### src/rtl/decode_stage.sv
// rtl/decode_stage.sv - registered instruction decode stage with branch bubbles and multiplier interlock
// Optional feature macro: DECODE_STALL_CNT_EN (stall-cycle counter on StallCnt; tied to zero when undefined)
module decode_stage #(
  parameter int INSTR_W    = 16,
  parameter int BR_BUBBLES = 2,
  parameter int MUL_LAT    = 3,
  localparam int F         = (INSTR_W - 4) / 3
) (
  input  logic               Clk,
  input  logic               nReset,
  input  logic               InValid,
  output logic               InReady,
  input  logic [INSTR_W-1:0] Instr,
  input  logic               Flush,
  output logic               OutValid,
  input  logic               OutReady,
  output logic [3:0]         OpCode,
  output logic [F-1:0]       OpC,
  output logic [F-1:0]       OpB,
  output logic [F-1:0]       OpA,
  output logic [INSTR_W-5:0] AddrImm,
  output logic [3:0]         OpULA,
  output logic               IsImm,
  output logic               HasWB,
  output logic               IsJump,
  output logic               IsBranch,
  output logic               IsMult,
  output logic               HiLo,
  output logic               StoreHiLo,
  output logic               MulBusy,
  output logic [15:0]        StallCnt
);

  localparam logic [3:0] OP_ADD  = 4'd0;
  localparam logic [3:0] OP_SUB  = 4'd1;
  localparam logic [3:0] OP_SLTI = 4'd2;
  localparam logic [3:0] OP_AND  = 4'd3;
  localparam logic [3:0] OP_OR   = 4'd4;
  localparam logic [3:0] OP_XOR  = 4'd5;
  localparam logic [3:0] OP_ANDI = 4'd6;
  localparam logic [3:0] OP_ORI  = 4'd7;
  localparam logic [3:0] OP_XORI = 4'd8;
  localparam logic [3:0] OP_ADDI = 4'd9;
  localparam logic [3:0] OP_SUBI = 4'd10;
  localparam logic [3:0] OP_J    = 4'd11;
  localparam logic [3:0] OP_BEZ  = 4'd12;
  localparam logic [3:0] OP_MUL  = 4'd13;
  localparam logic [3:0] OP_GHI  = 4'd14;
  localparam logic [3:0] OP_GLO  = 4'd15;

  localparam logic [3:0] ULA_ADD = 4'd0;
  localparam logic [3:0] ULA_SUB = 4'd1;
  localparam logic [3:0] ULA_SLT = 4'd2;
  localparam logic [3:0] ULA_AND = 4'd3;
  localparam logic [3:0] ULA_OR  = 4'd4;
  localparam logic [3:0] ULA_XOR = 4'd5;
  localparam logic [3:0] ULA_BEZ = 4'd6;
  localparam logic [3:0] ULA_NOP = 4'd7;

  localparam logic [3:0] BUB_INIT = 4'(BR_BUBBLES);
  localparam logic [3:0] MUL_INIT = 4'(MUL_LAT);

  typedef enum logic {ST_RUN = 1'b0, ST_BUBBLE = 1'b1} state_t;

  state_t             r_state;
  logic [3:0]         r_bub_cnt;
  logic [3:0]         r_mul_cnt;
  logic               r_out_valid;
  logic [3:0]         r_opcode;
  logic [F-1:0]       r_opc;
  logic [F-1:0]       r_opb;
  logic [F-1:0]       r_opa;
  logic [INSTR_W-5:0] r_addr_imm;
  logic [3:0]         r_op_ula;
  logic               r_is_imm;
  logic               r_has_wb;
  logic               r_is_jump;
  logic               r_is_branch;
  logic               r_is_mult;
  logic               r_hilo;
  logic               r_store_hilo;

  logic [3:0]         w_op;
  logic [3:0]         w_ula;
  logic               w_is_imm;
  logic               w_has_wb;
  logic               w_hazard;
  logic               w_in_ready;
  logic               w_accept;
  logic               w_ctrl_xfer;

  assign w_op        = Instr[INSTR_W-1 -: 4];
  assign w_hazard    = (r_mul_cnt != 4'd0) &&
                       ((w_op == OP_MUL) || (w_op == OP_GHI) || (w_op == OP_GLO));
  // Flush blocks capture so a wrong-path word fetched alongside the redirect is dropped
  assign w_in_ready  = (~r_out_valid | OutReady) & (r_state == ST_RUN) & ~w_hazard & ~Flush;
  assign w_accept    = InValid & w_in_ready;
  assign w_ctrl_xfer = (w_op == OP_J) || (w_op == OP_BEZ);

  // Opcode to ALU-op, immediate and write-back flags for the word currently on Instr
  always_comb begin
    w_ula    = ULA_NOP;
    w_is_imm = 1'b0;
    w_has_wb = 1'b1;
    case (w_op)
      OP_ADD:  w_ula = ULA_ADD;
      OP_SUB:  w_ula = ULA_SUB;
      OP_SLTI: begin w_ula = ULA_SLT; w_is_imm = 1'b1; end
      OP_AND:  w_ula = ULA_AND;
      OP_OR:   w_ula = ULA_OR;
      OP_XOR:  w_ula = ULA_XOR;
      OP_ANDI: begin w_ula = ULA_AND; w_is_imm = 1'b1; end
      OP_ORI:  begin w_ula = ULA_OR;  w_is_imm = 1'b1; end
      OP_XORI: begin w_ula = ULA_XOR; w_is_imm = 1'b1; end
      OP_ADDI: begin w_ula = ULA_ADD; w_is_imm = 1'b1; end
      OP_SUBI: begin w_ula = ULA_SUB; w_is_imm = 1'b1; end
      OP_J:    begin w_ula = ULA_NOP; w_has_wb = 1'b0; end
      OP_BEZ:  begin w_ula = ULA_BEZ; w_has_wb = 1'b0; end
      OP_MUL:  begin w_ula = ULA_NOP; w_has_wb = 1'b0; end
      default: w_ula = ULA_NOP;
    endcase
  end

  // Output pipeline register: load on accept, drop on consume or Flush, otherwise hold
  always_ff @(posedge Clk or negedge nReset) begin
    if (!nReset) begin
      r_out_valid  <= 1'b0;
      r_opcode     <= '0;
      r_opc        <= '0;
      r_opb        <= '0;
      r_opa        <= '0;
      r_addr_imm   <= '0;
      r_op_ula     <= ULA_NOP;
      r_is_imm     <= 1'b0;
      r_has_wb     <= 1'b0;
      r_is_jump    <= 1'b0;
      r_is_branch  <= 1'b0;
      r_is_mult    <= 1'b0;
      r_hilo       <= 1'b0;
      r_store_hilo <= 1'b0;
    end else if (Flush) begin
      r_out_valid  <= 1'b0;
    end else if (w_accept) begin
      r_out_valid  <= 1'b1;
      r_opcode     <= w_op;
      r_opc        <= Instr[INSTR_W-5 -: F];
      r_opb        <= Instr[INSTR_W-5-F -: F];
      r_opa        <= Instr[F-1:0];
      r_addr_imm   <= Instr[INSTR_W-5:0];
      r_op_ula     <= w_ula;
      r_is_imm     <= w_is_imm;
      r_has_wb     <= w_has_wb;
      r_is_jump    <= (w_op == OP_J);
      r_is_branch  <= (w_op == OP_BEZ);
      r_is_mult    <= (w_op == OP_MUL);
      r_hilo       <= (w_op == OP_GHI);
      r_store_hilo <= (w_op == OP_GHI) || (w_op == OP_GLO);
    end else if (r_out_valid && OutReady) begin
      r_out_valid  <= 1'b0;
    end
  end

  // Control-transfer bubble FSM: block input for BR_BUBBLES cycles after J/BEZ unless flushed
  always_ff @(posedge Clk or negedge nReset) begin
    if (!nReset) begin
      r_state   <= ST_RUN;
      r_bub_cnt <= 4'd0;
    end else begin
      case (r_state)
        ST_RUN: begin
          if (w_accept && w_ctrl_xfer) begin
            r_state   <= ST_BUBBLE;
            r_bub_cnt <= BUB_INIT;
          end
        end
        ST_BUBBLE: begin
          if (Flush || (r_bub_cnt == 4'd1)) begin
            r_state   <= ST_RUN;
            r_bub_cnt <= 4'd0;
          end else begin
            r_bub_cnt <= r_bub_cnt - 4'd1;
          end
        end
        default: begin
          r_state   <= ST_RUN;
          r_bub_cnt <= 4'd0;
        end
      endcase
    end
  end

  // Multiplier latency counter; Flush leaves it alone because the multiply still completes
  always_ff @(posedge Clk or negedge nReset) begin
    if (!nReset) begin
      r_mul_cnt <= 4'd0;
    end else if (w_accept && (w_op == OP_MUL)) begin
      r_mul_cnt <= MUL_INIT;
    end else if (r_mul_cnt != 4'd0) begin
      r_mul_cnt <= r_mul_cnt - 4'd1;
    end
  end

`ifdef DECODE_STALL_CNT_EN
  logic [15:0] r_stall_cnt;

  // Saturating count of cycles where fetch offered a word that was not taken
  always_ff @(posedge Clk or negedge nReset) begin
    if (!nReset) begin
      r_stall_cnt <= 16'h0000;
    end else if (InValid && !w_in_ready && (r_stall_cnt != 16'hFFFF)) begin
      r_stall_cnt <= r_stall_cnt + 16'h0001;
    end
  end

  assign StallCnt = r_stall_cnt;
`else
  assign StallCnt = 16'h0000;
`endif

  assign InReady   = w_in_ready;
  assign OutValid  = r_out_valid;
  assign OpCode    = r_opcode;
  assign OpC       = r_opc;
  assign OpB       = r_opb;
  assign OpA       = r_opa;
  assign AddrImm   = r_addr_imm;
  assign OpULA     = r_op_ula;
  assign IsImm     = r_is_imm;
  assign HasWB     = r_has_wb;
  assign IsJump    = r_is_jump;
  assign IsBranch  = r_is_branch;
  assign IsMult    = r_is_mult;
  assign HiLo      = r_hilo;
  assign StoreHiLo = r_store_hilo;
  assign MulBusy   = (r_mul_cnt != 4'd0);

endmodule

### config.mk
export PLATFORM = sky130hd
export DESIGN_NAME = decode_stage
export DESIGN_NICKNAME = d
export VERILOG_FILES = /design/src/rtl/decode_stage.sv
export SDC_FILE = /design/constraint.sdc
export NUM_CORES = 1
export LEC_CHECK = 0
export CORE_MARGIN = 5
export CORE_UTILIZATION = 30
export DETAILED_ROUTE_END_ITERATION = 16
export GPL_ROUTABILITY_DRIVEN = 0
export PLACE_DENSITY_LB_ADDON = 0.05
export SETUP_SLACK_MARGIN = 0.3
export SLEW_MARGIN = 5
export SYNTH_ARGS = -nofsm -noshare
export SYNTH_HDL_FRONTEND = slang
export SYNTH_SLANG_ARGS = --single-unit
### constraint.sdc
create_clock -name Clk -period 2.81 [get_ports Clk]
set_clock_uncertainty 0.1 [all_clocks]
set_input_delay 0.562 -clock Clk [delete_from_list [all_inputs] [get_ports Clk]]
set_output_delay 0.562 -clock Clk [all_outputs]
set_load 0.005 [all_outputs]
==> impl_results.md, run 1 <==
* Top_reg_cell synth: dfrtp_1
* Die Ht at 90.2 um
* Core footprint at 0.00631 mm2
* DR vias/cell at 4.37
* Yosys cell types at 40
* Initial Utilization at 0.306
* Global route overflow at 0
* CTS root buffer: clkbuf_8
* Worst slew margin at 0.468
* Drt total wl at 4130 um
* Worst path arrival time at 1.79 ns
* Vias in the first global route at 1381
* Diode count at 0
* Share of cells above drive strength 1 at 0.229
* Final Hold Fails at 0
* Netlist Area Pre-Place at 0.00193 mm2
* Critical Path RT at 2.15 ns
* Vias at 1327
* Worst Max-Slew Pin Slew at 0.797 ns
* Clock Tree Buf Depth at 2
* Top post-synthesis cells by area: dfrtp_1, buf_4, mux2_2, dfstp_2, mux2_4
* Minimum clock period at 2.45 ns
* CP Launch Type: flip-flop
* Largest net degree at the start of global routing at 37
* Period utilization at 0.872
* H-tree depth at 2
* Max incr delay on CP at 0.43 ns
* CTS tree: built
* Initial antenna violation count at 0
* DPL Wire Length at 3190 um
* Max-cap violations at 0
* DRC viols at 0
* Cells along the critical path: inv_2 -> ha_2 -> nor3b_4 -> buf_6 -> inv_1 -> clkdlybuf4s50_1
* Hold_buf cts at 0
* Final net count at 251
* Yosys top cell by area: dfrtp_1
* Syn_area_per_cell at 11.5 um2
* CTS buffer count at 5
* Die width at 90.2 um
* Outcome: completed
* Final setup fails at 0
* Leakage at 1.18 nW
* Final ANT Viol Nets at 0
* DIE AREA at 0.00814 mm2
* Placed Area at 0.00247 mm2
* CTS sink count at 36
* Pwr/cell area at 727 mW/mm2
* Post-route cell area at 0.00260 mm2
* Fin util at 0.411
* TNS Setup at 0 ns
* DR iter-0 viols at 28
* Ys Warns at 0
* # fillers at 629
* Cells after synthesis at 168
* Later-pin clock latency in the skew report at 0.28 ns
* I/O Buffers at 61
* Crit Path Max Fanout at 3
* Yosys top cell area share at 0.428
* Slowest cell on crit path: clkdlybuf4s50_1
* WS Path Type: flip-flop to output pin
* DR WL/cell at 13.6 um
* Fin. max-slew vios at 0
* Cell Rows at 29
* Area Growth Syn to Fin at 34.6%
* First-pass GRT wire length at 6820 um
* EDFF count, synth at 0
* Worst vdd ir at 0.000344 V
* Peak Freq at 408 MHz
* RSZ-0062 raised after global routing: yes
* Share of the yosys chip area belonging to registers at 0.469
* Overall routing resource usage at 0.104
* Number of synthesized register bits at 36
* DR pass1 iterations at 4
* Clk slew on worst S/H paths at 0.07 ns
* CP Capture Type: output pin
* Ports at 79
* Fraction of registers with async set/reset at 1.00
* Hold Path Class: input port to async pin
[repair_timing]
| action | in CTS | in global routing |
|---|---|---|
| setup endpoints to repair | 2 | 2 |
| resized for setup | 5 | 3 |
| setup buffers | 2 | 1 |
| pin swaps | 0 | 0 |
[synthesized netlist by cell type (4+ instances only)]
master and count:
buf_4 30, dfrtp_1 33, ha_1 4, inv_1 8, mux2_2 19, mux2_4 5
nand2_1 7, nor2_1 9, o21ai_0 4
[layout by cell type, fill, tap and decap left out, drive strengths merged, types with 2 or more instances in the layout]
cell type,Yosys,final
a21o,2,2
clkdlybuf4s50,0,57
a21oi,3,3
nor3b,4,4
dlygate4sd2,0,2
buf,33,11
nand3,2,2
mux2,24,24
ha,4,4
xnor2,3,3
dfrtp,33,33
conb,1,17
clkbuf,3,8
nor2,9,9
nand2,8,8
nor2b,2,2
o21ai,4,4
nand2b,3,3
mux2i,2,2
a211o,2,2
nor3,3,3
dfstp,3,3
inv,8,8
[state kept, by name, indices dropped and copies added, names as in the netlist]
signal / count
AddrImm: 2
HasWB: 1
HiLo: 1
IsBranch: 1
IsImm: 1
IsJump: 1
IsMult: 1
OpA: 3
OpB: 3
OpC: 4
OpCode: 4
OpULA: 3
OutValid: 1
StoreHiLo: 1
r_bub_cnt: 4
r_mul_cnt: 4
r_state: 1
[stage by stage]
stage / setup WS (ns) / power, mW / hold slack, ns / std cells
2_1_floorplan: 0.748 / 1.18 / 0.166 / 184
3_3_place_gp: 0.105 / 1.48 / 0.388 / 293
3_5_place_dp: 0.0941 / 1.51 / 0.402 / 293
4_1_cts: 0.290 / 1.91 / 0.299 / 303
5_1_grt: 0.262 / 2.02 / 0.347 / 304
6_report: 0.359 / 1.89 / 0.265 / 304
[power by group]
| group | switching, mW | total, mW | internal [mW] |
|---|---|---|---|
| logic | 0.248 | 0.736 | 0.488 |
| registers | 0.110 | 0.781 | 0.671 |
| clock network | 0.169 | 0.369 | 0.200 |
| total | 0.527 | 1.89 | 1.36 |
[per-layer routing]
metal	vias to the layer above	global-route usage	wire length, um
li1	638	-	-
met1	629	0.125	1730
met2	56	0.169	2030
met3	4	0.0451	329
met4	0	0.0273	40
met5	-	0	0
[worst max-delay path: cells and delay by family (launching register included)]
kind | cells | cell delay (ns)
buf+inv | 4 | 0.68
flops | 1 | 0.38
simple gates | 1 | 0.27
fa+ha+maj | 1 | 0.18
[path summary, 6_finish.rpt]
check,slack (ns),depth (start not counted),start,end
min in group Clk,0.41,1,StoreHiLo,StoreHiLo
worst max register to register,0.73,7,r_mul_cnt[1],OpB[1]
max in group asynchronous,1.84,1,nReset,OpC[1]
worst min-delay path,0.27,1,nReset,r_mul_cnt[3]
worst max-delay path,0.36,6,r_mul_cnt[0],MulBusy
worst min register to register,0.41,1,StoreHiLo,StoreHiLo
[final cells by class]
cell class / count / area, um2 / share of cell area
flip-flops and latches: 36 / 905 / 0.348
multi-input cells: 104 / 791 / 0.305
repair buffers: 71 / 684 / 0.264
clock buffers: 8 / 90.1 / 0.0347
well taps: 77 / 96.3 / 0.0371
inverters: 8 / 30.0 / 0.0116
[cell families after synthesis]
family / after synthesis / share of synthesized area
AND/OR/NAND/NOR: 36 / 0.104
adder cells (fa/ha/maj): 4 / 0.0259
XOR/XNOR: 3 / 0.0136
other: 1 / 0.00194
AO/OA/AOI/OAI: 18 / 0.0700
buffers and inverters: 44 / 0.155
multiplexers: 26 / 0.160
flip-flops: 36 / 0.469
(Power assumes the default switching activity.)
==> inputs of run 2 (changes only) <==
--- a/config.mk
+++ b/config.mk
@@ -5,8 +5,10 @@
 export SDC_FILE = /design/constraint.sdc
 export NUM_CORES = 1
 export LEC_CHECK = 0
+export CORE_ASPECT_RATIO = 2
 export CORE_MARGIN = 5
 export CORE_UTILIZATION = 30
+export CTS_CLUSTER_SIZE = 16
 export DETAILED_ROUTE_END_ITERATION = 16
 export GPL_ROUTABILITY_DRIVEN = 0
 export PLACE_DENSITY_LB_ADDON = 0.05
==> impl_results.md, run 2 (synthesis gave the netlist of run 1 again) <==
* Worst path arrival time at 1.79 ns
* Largest net degree at the start of global routing at 37
* Worst Max-Slew Pin Slew at 0.817 ns
* CTS root buffer: clkbuf_16
* Slowest cell on crit path: clkdlybuf4s50_1
* Reg2reg end: IsImm
* Worst Setup SP: Instr[14]
* R2r startpoint: r_mul_cnt[0]
* Period utilization at 0.873
* Final net count at 250
* Pre-CTS setup slack at 0.128 ns
* Core footprint at 0.00631 mm2
* Overall routing resource usage at 0.112
* Clock Tree Buf Depth at 2
* Hold Path Class: input port to async pin
* CP Launch Type: input port
* CTS sink count at 36
* Share of cells above drive strength 1 at 0.230
* Vias in the first global route at 1437
* Worst R2R Path Depth at 7
* Critical Path RT at 2.15 ns
* Fin worst setup slack at 0.357 ns
* DR WL/cell at 13.7 um
* Initial antenna violation count at 0
* WS Path Type: input port to output pin
* Vias at 1334
* Peak Freq at 408 MHz
* Ports at 79
* Clock power frac at 0.308
* Reg power frac at 0.354
* Drt total wl at 4280 um
* Global route overflow at 0
* DIE AREA at 0.00823 mm2
* Final ANT Viol Nets at 0
* Crit path buffers/inverters at 2
* Switch Pwr at 0.566 mW
* Internal Pwr Total at 1.63 mW
* Minimum clock period at 2.45 ns
* Later-pin clock latency in the skew report at 0.28 ns
* Hold_buf cts at 0
* Cell family with most CP delay: buffers and inverters
* Max incr delay on CP at 0.49 ns
* Die Ht at 123 um
* Initial Utilization at 0.306
* Final setup fails at 0
* CTS buffer count at 5
* # fillers at 626
* DRC viols at 0
* Max-cap violations at 0
* Placed Area at 0.00250 mm2
* Crit Path Max Fanout at 4
* DR iter-0 viols at 18
* DR vias/cell at 4.28
* I/O Buffers at 61
* RSZ-0062 raised after global routing: no
* Post-route cell area at 0.00271 mm2
* Die width at 66.7 um
* Worst vdd ir at 0.000435 V
* TNS Setup at 0 ns
* Final Hold Fails at 0
* Cells along the critical path: clkdlybuf4s50_1 -> nand2_2 -> o311a_4 -> dlygate4sd2_1
* Fin. max-slew vios at 0
* First-pass GRT wire length at 6870 um
* DR pass1 iterations at 4
* Leakage at 1.23 nW
* H-tree depth at 2
* Commonest non-fill, non-tap cell in the layout: clkdlybuf4s50_1
* Commonest non-fill, non-tap cells in the layout: clkdlybuf4s50_1, dfrtp_1, mux2_2
* Worst slew margin at 0.456
* Area Growth Syn to Fin at 40.4%
* CP Capture Type: output pin
* DPL Wire Length at 3270 um
* Pwr/cell area at 809 mW/mm2
* Flop-to-flop setup slack at 0.79 ns
* Diode count at 0
* Cell Rows at 41
* Net Sw Frac at 0.258
* Comb power frac at 0.338
* PnR Total Power at 2.19 mW
* CTS tree: built
* Outcome: completed
* Clk slew on worst S/H paths at 0.05 ns
## run 2: cell count changes in the layout (fill, tap and decap cells not counted), sizes merged
cell          change
bufinv            +1
dlymetal6s2s      +1
clkbuf            -1
buf               -1
dlygate4sd2       -1
## run 2: metal layers
layer | wire length [um] | global-route usage
met4 | 102 | 0.0611
met3 | 316 | 0.0400
met5 | 0 | 0
met2 | 2360 | 0.192
met1 | 1510 | 0.114
## run 2: repair_timing
action / 4_1_cts / 5_1_grt
pin swaps: 0 / 0
hold endpoints to repair: 0 / 0
gates resized for setup: 4 / 3
buffers inserted: 0 / 2
cloned: 0 / 0
endpoints found under the setup margin: 2 / 2
## run 2: per-stage QoR
step | util | instances | hold WS, ns
after floorplan | - | 184 | 0.166
after global placement | 0.396 | 302 | 0.387
after detailed placement | 0.396 | 302 | 0.398
after CTS | 0.426 | 310 | 0.314
after global routing | 0.429 | 312 | 0.361
final | 0.429 | 312 | 0.279
## run 2: how the worst max path moves through the flow
stage	end	slack, ns	cells after the start
floorplan	AddrImm[7]	0.75	7
global placement	InReady	0.14	4
detailed placement	InReady	0.13	4
CTS	MulBusy	0.32	6
global route	InReady	0.31	4
finish	InReady	0.36	4
## run 2: layout make-up
cell class	count	area, um2	area share
Clock buffer	7	153	0.0564
Timing Repair Buffer	70	693	0.256
Tap cell	86	108	0.0397
Inverter	8	30.0	0.0111
Clock inverter	1	30.0	0.0111
Sequential cell	36	905	0.334
Multi-Input combinational cell	104	791	0.292
## run 2: power groups by stage
stage	Combinational (mW)	Clock, mW	Sequential (mW)
3_3_place_gp	0.715	0	0.775
5_1_grt	0.810	0.718	0.799
3_5_place_dp	0.728	0	0.786
6_report	0.742	0.675	0.775
2_1_floorplan	0.407	0	0.777
4_1_cts	0.735	0.694	0.779
